<file path="config.mk">
export PLATFORM = sky130hd
export DESIGN_NAME = spi_slave
export DESIGN_NICKNAME = d
export VERILOG_FILES = /design/src/rtl/spi_slave.sv
export SDC_FILE = /design/constraint.sdc
export NUM_CORES = 1
export LEC_CHECK = 0
export CORE_MARGIN = 5
export CORE_UTILIZATION = 58
export CTS_BUF_LIST = sky130_fd_sc_hd__clkbuf_4 sky130_fd_sc_hd__clkbuf_8
export DETAILED_ROUTE_END_ITERATION = 8
export GPL_TIMING_DRIVEN = 0
export PLACE_DENSITY = 0.82
export SLEW_MARGIN = 30
export SYNTH_ARGS = -nofsm -noshare
export SYNTH_HDL_FRONTEND = slang
export SYNTH_SLANG_ARGS = --single-unit
</file>
<file path="constraint.sdc">
create_clock -name clk_i -period 5.8 [get_ports clk_i]
set_input_delay 0.58 -clock clk_i [delete_from_list [all_inputs] [get_ports clk_i]]
set_output_delay 0.58 -clock clk_i [all_outputs]
set_load 0.02 [all_outputs]
</file>
<file path="src/rtl/spi_slave.sv">
// SPI mode-0 target: oversampled scl/scs/sdi, MSB-first shift in both directions,
// with a one-word tx holding register and a parallel rx word output.
module spi_slave #(
  parameter int DATA_W = 32,
  parameter int SYNC_W = 2
) (
  input  logic              clk_i,
  input  logic              rst_i,
  input  logic              scl_i,
  input  logic              scs_i,
  input  logic              sdi_i,
  output logic              sdo_o,
  output logic              sdo_oe_o,
  input  logic [DATA_W-1:0] tx_data_i,
  input  logic              tx_wr_i,
  output logic              tx_empty_o,
  output logic              tx_unf_o,
  output logic [DATA_W-1:0] rx_data_o,
  output logic              rx_valid_o,
  output logic              busy_o
);
  localparam int CW = (DATA_W > 2) ? $clog2(DATA_W) : 1;

  typedef enum logic {IDLE, SHIFT} state_t;
  state_t state, state_nx;

  logic [SYNC_W-1:0] scl_s, scs_s, sdi_s;
  logic [SYNC_W:0]   prime;
  logic              scl_l, scs_l, sdi_l;
  logic              scl_rise, scl_fall, scs_rise, scs_fall;
  logic              armed, word_end;
  logic [CW-1:0]     bit_cnt;
  logic [DATA_W-1:0] tx_sr, rx_sr, hold;
  logic              start, load;

  // Synchronizers feed a level register; events are registered against it.
  always_ff @(posedge clk_i or posedge rst_i) begin
    if (rst_i) begin
      scl_s    <= '0;
      scs_s    <= '1;
      sdi_s    <= '0;
      scl_l    <= 1'b0;
      scs_l    <= 1'b1;
      sdi_l    <= 1'b0;
      scl_rise <= 1'b0;
      scl_fall <= 1'b0;
      scs_rise <= 1'b0;
      scs_fall <= 1'b0;
      prime    <= '0;
      armed    <= 1'b0;
    end else begin
      scl_s    <= {scl_s[SYNC_W-2:0], scl_i};
      scs_s    <= {scs_s[SYNC_W-2:0], scs_i};
      sdi_s    <= {sdi_s[SYNC_W-2:0], sdi_i};
      scl_l    <= scl_s[SYNC_W-1];
      scs_l    <= scs_s[SYNC_W-1];
      sdi_l    <= sdi_s[SYNC_W-1];
      scl_rise <= scl_s[SYNC_W-1] & ~scl_l;
      scl_fall <= ~scl_s[SYNC_W-1] & scl_l;
      scs_rise <= scs_s[SYNC_W-1] & ~scs_l;
      scs_fall <= ~scs_s[SYNC_W-1] & scs_l;
      // The reset value of the scs chain is not a real pin sample; only arm once
      // a genuine high has travelled the whole chain.
      prime    <= {prime[SYNC_W-1:0], 1'b1};
      if (prime[SYNC_W] && scs_s[SYNC_W-1]) armed <= 1'b1;
    end
  end

  always_ff @(posedge clk_i or posedge rst_i) begin
    if (rst_i) state <= IDLE;
    else       state <= state_nx;
  end

  always_comb begin
    state_nx = state;
    start    = 1'b0;
    if (scs_rise) state_nx = IDLE;
    else if (state == IDLE && scs_fall && armed) begin
      state_nx = SHIFT;
      start    = 1'b1;
    end
  end

  assign load   = start || (state == SHIFT && !scs_rise && !scl_rise && scl_fall && word_end);
  assign busy_o = (state == SHIFT);

  always_ff @(posedge clk_i or posedge rst_i) begin
    if (rst_i) begin
      hold       <= '0;
      tx_empty_o <= 1'b1;
    end else if (tx_wr_i) begin
      hold       <= tx_data_i;
      tx_empty_o <= 1'b0;
    end else if (load) begin
      tx_empty_o <= 1'b1;
    end
  end

  always_ff @(posedge clk_i or posedge rst_i) begin
    if (rst_i) begin
      sdo_o      <= 1'b0;
      sdo_oe_o   <= 1'b0;
      tx_unf_o   <= 1'b0;
      rx_data_o  <= '0;
      rx_valid_o <= 1'b0;
      tx_sr      <= '0;
      rx_sr      <= '0;
      bit_cnt    <= '0;
      word_end   <= 1'b0;
    end else begin
      rx_valid_o <= 1'b0;
      tx_unf_o   <= 1'b0;
      if (scs_rise) begin
        sdo_oe_o <= 1'b0;
        bit_cnt  <= '0;
        word_end <= 1'b0;
      end else if (start) begin
        sdo_oe_o <= 1'b1;
        bit_cnt  <= '0;
        word_end <= 1'b0;
      end else if (state == SHIFT && scl_rise) begin
        rx_sr <= {rx_sr[DATA_W-2:0], sdi_l};
        if (bit_cnt == CW'(DATA_W-1)) begin
          rx_data_o  <= {rx_sr[DATA_W-2:0], sdi_l};
          rx_valid_o <= 1'b1;
          bit_cnt    <= '0;
          word_end   <= 1'b1;
        end else begin
          bit_cnt <= bit_cnt + 1'b1;
        end
      end else if (state == SHIFT && scl_fall) begin
        if (word_end) word_end <= 1'b0;
        else begin
          tx_sr <= tx_sr << 1;
          sdo_o <= tx_sr[DATA_W-2];
        end
      end
      // Empty holding register sends an all-zero word and flags the underrun.
      if (load) begin
        tx_sr    <= tx_empty_o ? '0 : hold;
        sdo_o    <= tx_empty_o ? 1'b0 : hold[DATA_W-1];
        tx_unf_o <= tx_empty_o;
      end
    end
  end
endmodule

</file>
==> Yosys cells after proc, flatten, opt, wreduce, memory -nomap -nowiden <==
Index checks and enable logic that the tools add are counted.
{ "word_totals": {"ff_bits": 155, "latchBits": 0, "ramBits": 0, "rom_bits": 0, "input_bits": 38, "output_inout_bits": 38, "elab_cells": 100, "n_memories": 0} }
{ "op_classes": {"addsub": 1, "mul": 0, "div": 0, "magnitude_cmp": 0, "eq_ne": 6, "shift": 0, "mux": 36, "n_bitwise": 11, "n_reduce_logical": 22} }
{ "op_table": {"columns": ["operator", "n"], "rows": [
  ["two-way mux 31 bit", 7],
  ["two-way mux 1 bit", 25],
  ["two-way mux 5 bit", 4],
  ["logical AND 1 bit", 9],
  ["nonzero test 2 bit", 4],
  ["inverter 1 bit", 7],
  ["!= test 2 x 1 -> 1 bit (second input constant)", 3],
  ["adder 5 x 1 -> 5 bit (second input constant)", 1],
  ["== test 5 bit (second input constant)", 1],
  ["AND reduction 5 bit", 1],
  ["AND 1 bit", 4],
  ["!= test 4 x 3 -> 1 bit (second input constant)", 1],
  ["AND reduction 4 bit", 1],
  ["nonzero test 4 bit", 1],
  ["AND reduction 3 bit", 1],
  ["nonzero test 3 bit", 1],
  ["zero test 1 bit", 2],
  ["!= test 2 bit (second input constant)", 1],
  ["AND reduction 2 bit", 1],
  ["logical OR 1 bit", 1]
]} }

==> Longest topological paths before layout <==
{ "depth": {"ltp_word": 8, "ltp_mapped": 6, "ltp_nobuf": 6} }

==> Least setup slack after synthesis <==
Ideal clock, no wire load.
{ "synth_timing": {"kind": "flip-flop to flip-flop", "from": "reg bit_cnt[0]", "to": "reg rx_data_o[10]", "setup_ns": 0.125, "t_arrival_ns": 1.553, "t_required_ns": 5.675, "path_slack_ns": 4.122, "stages_incl_launch_ff": 7, "n_path_buf": 1, "synth_period_minus_slack_ns": 1.678, "path_cell_list": "dfrtp_1 ha_1 and3_1 ha_1 nand2_4 buf_6 mux2_4"} }
{ "synth_between": {"elab_chain_cells": 2} }
{ "synth_rtl": {"columns": ["item", "line_no", "rtl"], "rows": [
  ["start: declaration", "32", "logic [CW-1:0] bit_cnt;"],
  ["start signal: assignment", "129", "bit_cnt <= bit_cnt + 1'b1;"],
  ["== test 5 bit", "123", "if (bit_cnt == CW'(DATA_W-1)) begin"],
  ["AND reduction 4 bit (no source line)", null, null],
  ["end signal: assignment", "124", "rx_data_o <= {rx_sr[DATA_W-2:0], sdi_l};"],
  ["end: declaration", "18", "output logic [DATA_W-1:0] rx_data_o,"]
]} }
Every way passes these cells.
A chain may end at the register's enable or synchronous reset.

==> Worst setup path in the final report <==
{ "layout_timing": {"from": "reg tx_empty_o", "to": "out tx_empty_o"} }
{ "layout_lines": {"columns": ["item", "line_no", "rtl"], "rows": [
  ["start: declaration", "16", "output logic tx_empty_o,"],
  ["start signal: assignment", "90", "tx_empty_o <= 1'b1;"],
  ["start signal: assignment", "93", "tx_empty_o <= 1'b0;"],
  ["start signal: assignment", "95", "tx_empty_o <= 1'b1;"]
]} }
No word-level cell between the ends.

==> summary.md <==
| Metric | Value |
|---|---|
| Yosys reg bits | `about 160` |
| Wire per inst | `15.5 um` |
| 1st-pass router iterations | `4` |
| Reg-to-Reg Start | `bit_cnt[0]` |
| DR DRC count | `0` |
| M3 GR Usage | `0.0537` |
| RSZ-0062 raised after global routing | `no` |
| R2R cell count | `6` |
| Post-CTS Setup Bufs | `0` |
| Latest clock arrival within the worst-skew pair | `roughly 0.45 ns` |
| Power Dens Cells | `roughly 320 mW/mm^2` |
| Net count after synthesis | `just under 600` |
| Crit end category | `primary output` |
| Crit share post-route | `0.386` |
| Critical Path, Cell by Cell | `clkdlybuf4s50_1` |
| Final wirelength | `~12000 um` |
| Syn avg cell area | `between 10 and 15 um^2` |
| Worst path slowest cell | `clkdlybuf4s50_1` |
| Initial DRC Count | `about 220` |
| IO Port Bufs | `74` |
| CTS root buf | `clkbuf_8` |
| Maximum VDD drop | `about 0.22 mV` |
| Setup Viol. Count Final | `0` |
| Vias per inst | `between 5 and 6` |
| Global Route met1 Usage | `0.282` |
| Yosys cell types | `38` |
| Crit path required time | `around 5.2 ns` |
| Final hold violations | `0` |
| Global placement routability congestion | `around 0.75` |
| Clock skew | `0.0104 ns` |
| First-pass GRT wire length | `21800 um` |
| FF-to-FF End | `rx_data_o[28]` |
| # IOs | `76` |
| Hold endpoint | `scl_s[1]` |
| Warnings from Yosys | `0` |
| Cells after Synth | `550` |
| Crit path DAT | `around 1.7 ns` |
| Row count | `38` |
| Fillers | `~750` |
| Vias in the first global route | `around 4.4k` |
| Largest net degree at the start of global routing | `between 80 and 90` |
| Busiest layer in global routing | `met2` |
| Crit path depth | `1` |
| Setup_tns | `0 ns` |
| Clk pin slew, worst setup/hold paths | `0.09 ns` |
| GRT overflow | `0` |
| Final Power | `0.00247 W` |
| Hold Path Cell Cnt | `0` |
| Vias | `4177` |
| GRT Resource Usage Total | `0.208` |
| TritonCTS Buffers | `17` |
| Longest Clk Path Bufs | `2` |
| Crit path kind | `reg -> out` |
| Crit path max-delay family | `buffers and inverters` |
| Max Fclk | `446 MHz` |
| Worst Setup Start Kind | `register` |
| Hold crit path type | `reg -> reg` |
| CTS Hold Bufs | `0` |
| Antenna cells | `0` |
| Die W | `roughly 110 um` |
| Post-layout nets | `between 600 and 700` |
| Layout cell share with drive strength beyond 1 | `0.183` |
| Status | `completed` |
| Final Cell Area | `around 0.0078 mm^2` |
| Die area | `0.0132 mm^2` |
| Clock Sinks | `between 150 and 200` |
| H-tree depth | `4` |
| DP Area | `between 0.007 and 0.008 mm^2` |
| Post-synth ARST share | `1.00` |
| Max Cap Violations | `0` |
| Core ar. | `0.0108 mm^2` |
| ANT nets after route | `0` |
| Hold_sp | `scl_s[0]` |
| GRT met2 Usage | `0.331` |
| EDFF count, synth | `0` |
| Fin crit period | `approximately 2.2 ns` |
| Slew Viols, Final | `0` |
| Worst-path fanout max | `4` |
| Initial antenna violation count | `0` |
| Register area share after synthesis | `0.608` |
| CP max stage delay | `about 0.62 ns` |
| Mapped Area | `0.00639 mm^2` |
| Leak | `~3.8 nW` |
| Buf/Inv on CP | `1` |
| Area delta synth->final | `21.8%` |
| CTS tree | `built` |
| # resized after CTS | `0` |
| Main synth FF type | `dfrtp_1` |
| Chip Height | `~110 um` |
| Initial Utilization | `0.589` |
| Final HPWL from detailed placement | `between 8000 and 9000 um` |
| Setup slack, reg-to-reg | `3.96 ns` |
## cell usage in the layout, fill, tap and decap left out, drive strengths merged, types with 2 or more instances in the layout
cell type and instances:
a22o 3, clkdlybuf4s50 74, a31oi 2, a21o 2, dfrtp 151, and3b 3
nand3b 3, buf 14, bufinv 4, clkbuf 36, mux2 34, o21ai 31
nand3 33, nand2 127, nor2 5, nor2b 4, a21oi 4, dfstp 4
clkinv 4, o221ai 30, ha 2, inv 73
## how the worst max path moves through the flow
stage	slack, ns	startpoint	to
finish	3.56	tx_empty_o	tx_empty_o
global route	3.51	tx_empty_o	tx_empty_o
CTS	3.54	tx_empty_o	tx_empty_o
detailed placement	3.92	rst_i	scs_s[0]
global placement	-0.74	rst_i	prime[0]
floorplan	1.05	rst_i	armed
## state kept, by name (all words and copies together) (netlist names), 2 cells and up
register / count
sdi_s: 2
bit_cnt: 5
rx_sr: 31
prime: 3
rx_data_o: 32
scs_s: 2
hold: 32
scl_s: 2
tx_sr: 31
## per-stage QoR
stage                     setup WS [ns]  instances  hold slack [ns]  utilization
after floorplan                    1.05        550            0.331            -
after global placement           -0.743        764            0.333        0.674
after detailed placement           3.92        765            0.336        0.677
after CTS                          3.54        797            0.355        0.718
after global routing               3.51        797            0.369        0.718
final                              3.56        797            0.353        0.718
## kinds of logic (layout without fill, tap and decap cells)
family | count (synthesis) | in the layout | synth area share
adder cells (fa/ha/maj) | 2 | 2 | 0.00392
XOR/XNOR | 1 | 1 | 0.00137
AO/OA/AOI/OAI | 78 | 78 | 0.115
AND/OR/NAND/NOR | 179 | 179 | 0.124
buffers and inverters | 99 | 206 | 0.0684
other | 1 | 1 | 0.000587
flip-flops | 155 | 155 | 0.608
multiplexers | 35 | 35 | 0.0785
## where the power goes
group,internal (W),leakage (nW),switching [W]
sequential,0.00119,2.02,0.0000636
clock,0.000477,0.222,0.000426
combinational,0.000150,1.57,0.000157
## metal layers
layer	share of wire	wire, um
met1	0.44	5440
met2	0.51	6290
met3	0.038	472
met4	0.011	138
met5	0	0
## layout make-up
cell class,count,area [um^2],share of cell area
Multi-Input combinational cell,296,2070,0.266
Tap cell,140,175,0.0225
Sequential cell,155,3880,0.499
Inverter,67,259,0.0333
Buffer,32,185,0.0238
Clock buffer,17,234,0.0301
Clock inverter,15,208,0.0267
Timing Repair Buffer,75,768,0.0987
## cells in the mapped netlist, types with 2 or more instances
library cell	number	share of area
dfstp_2	4	0.016
nor2b_1	4	0.0039
nor2_1	5	0.0029
nand2_1	126	0.074
a21o_1	2	0.0023
buf_2	4	0.0031
nand3b_1	2	0.0023
ha_1	2	0.0039
o221ai_2	30	0.071
buf_4	2	0.0023
mux2_4	29	0.068
clkbuf_1	19	0.011
dfrtp_1	151	0.59
nand3_1	33	0.026
a21oi_1	3	0.0023
a31oi_1	2	0.0020
inv_1	67	0.039
and3b_1	3	0.0041
a22o_1	3	0.0041
buf_6	7	0.012
mux2_2	5	0.0088
o21ai_0	31	0.024
Power figures use the tool's default switching activity.
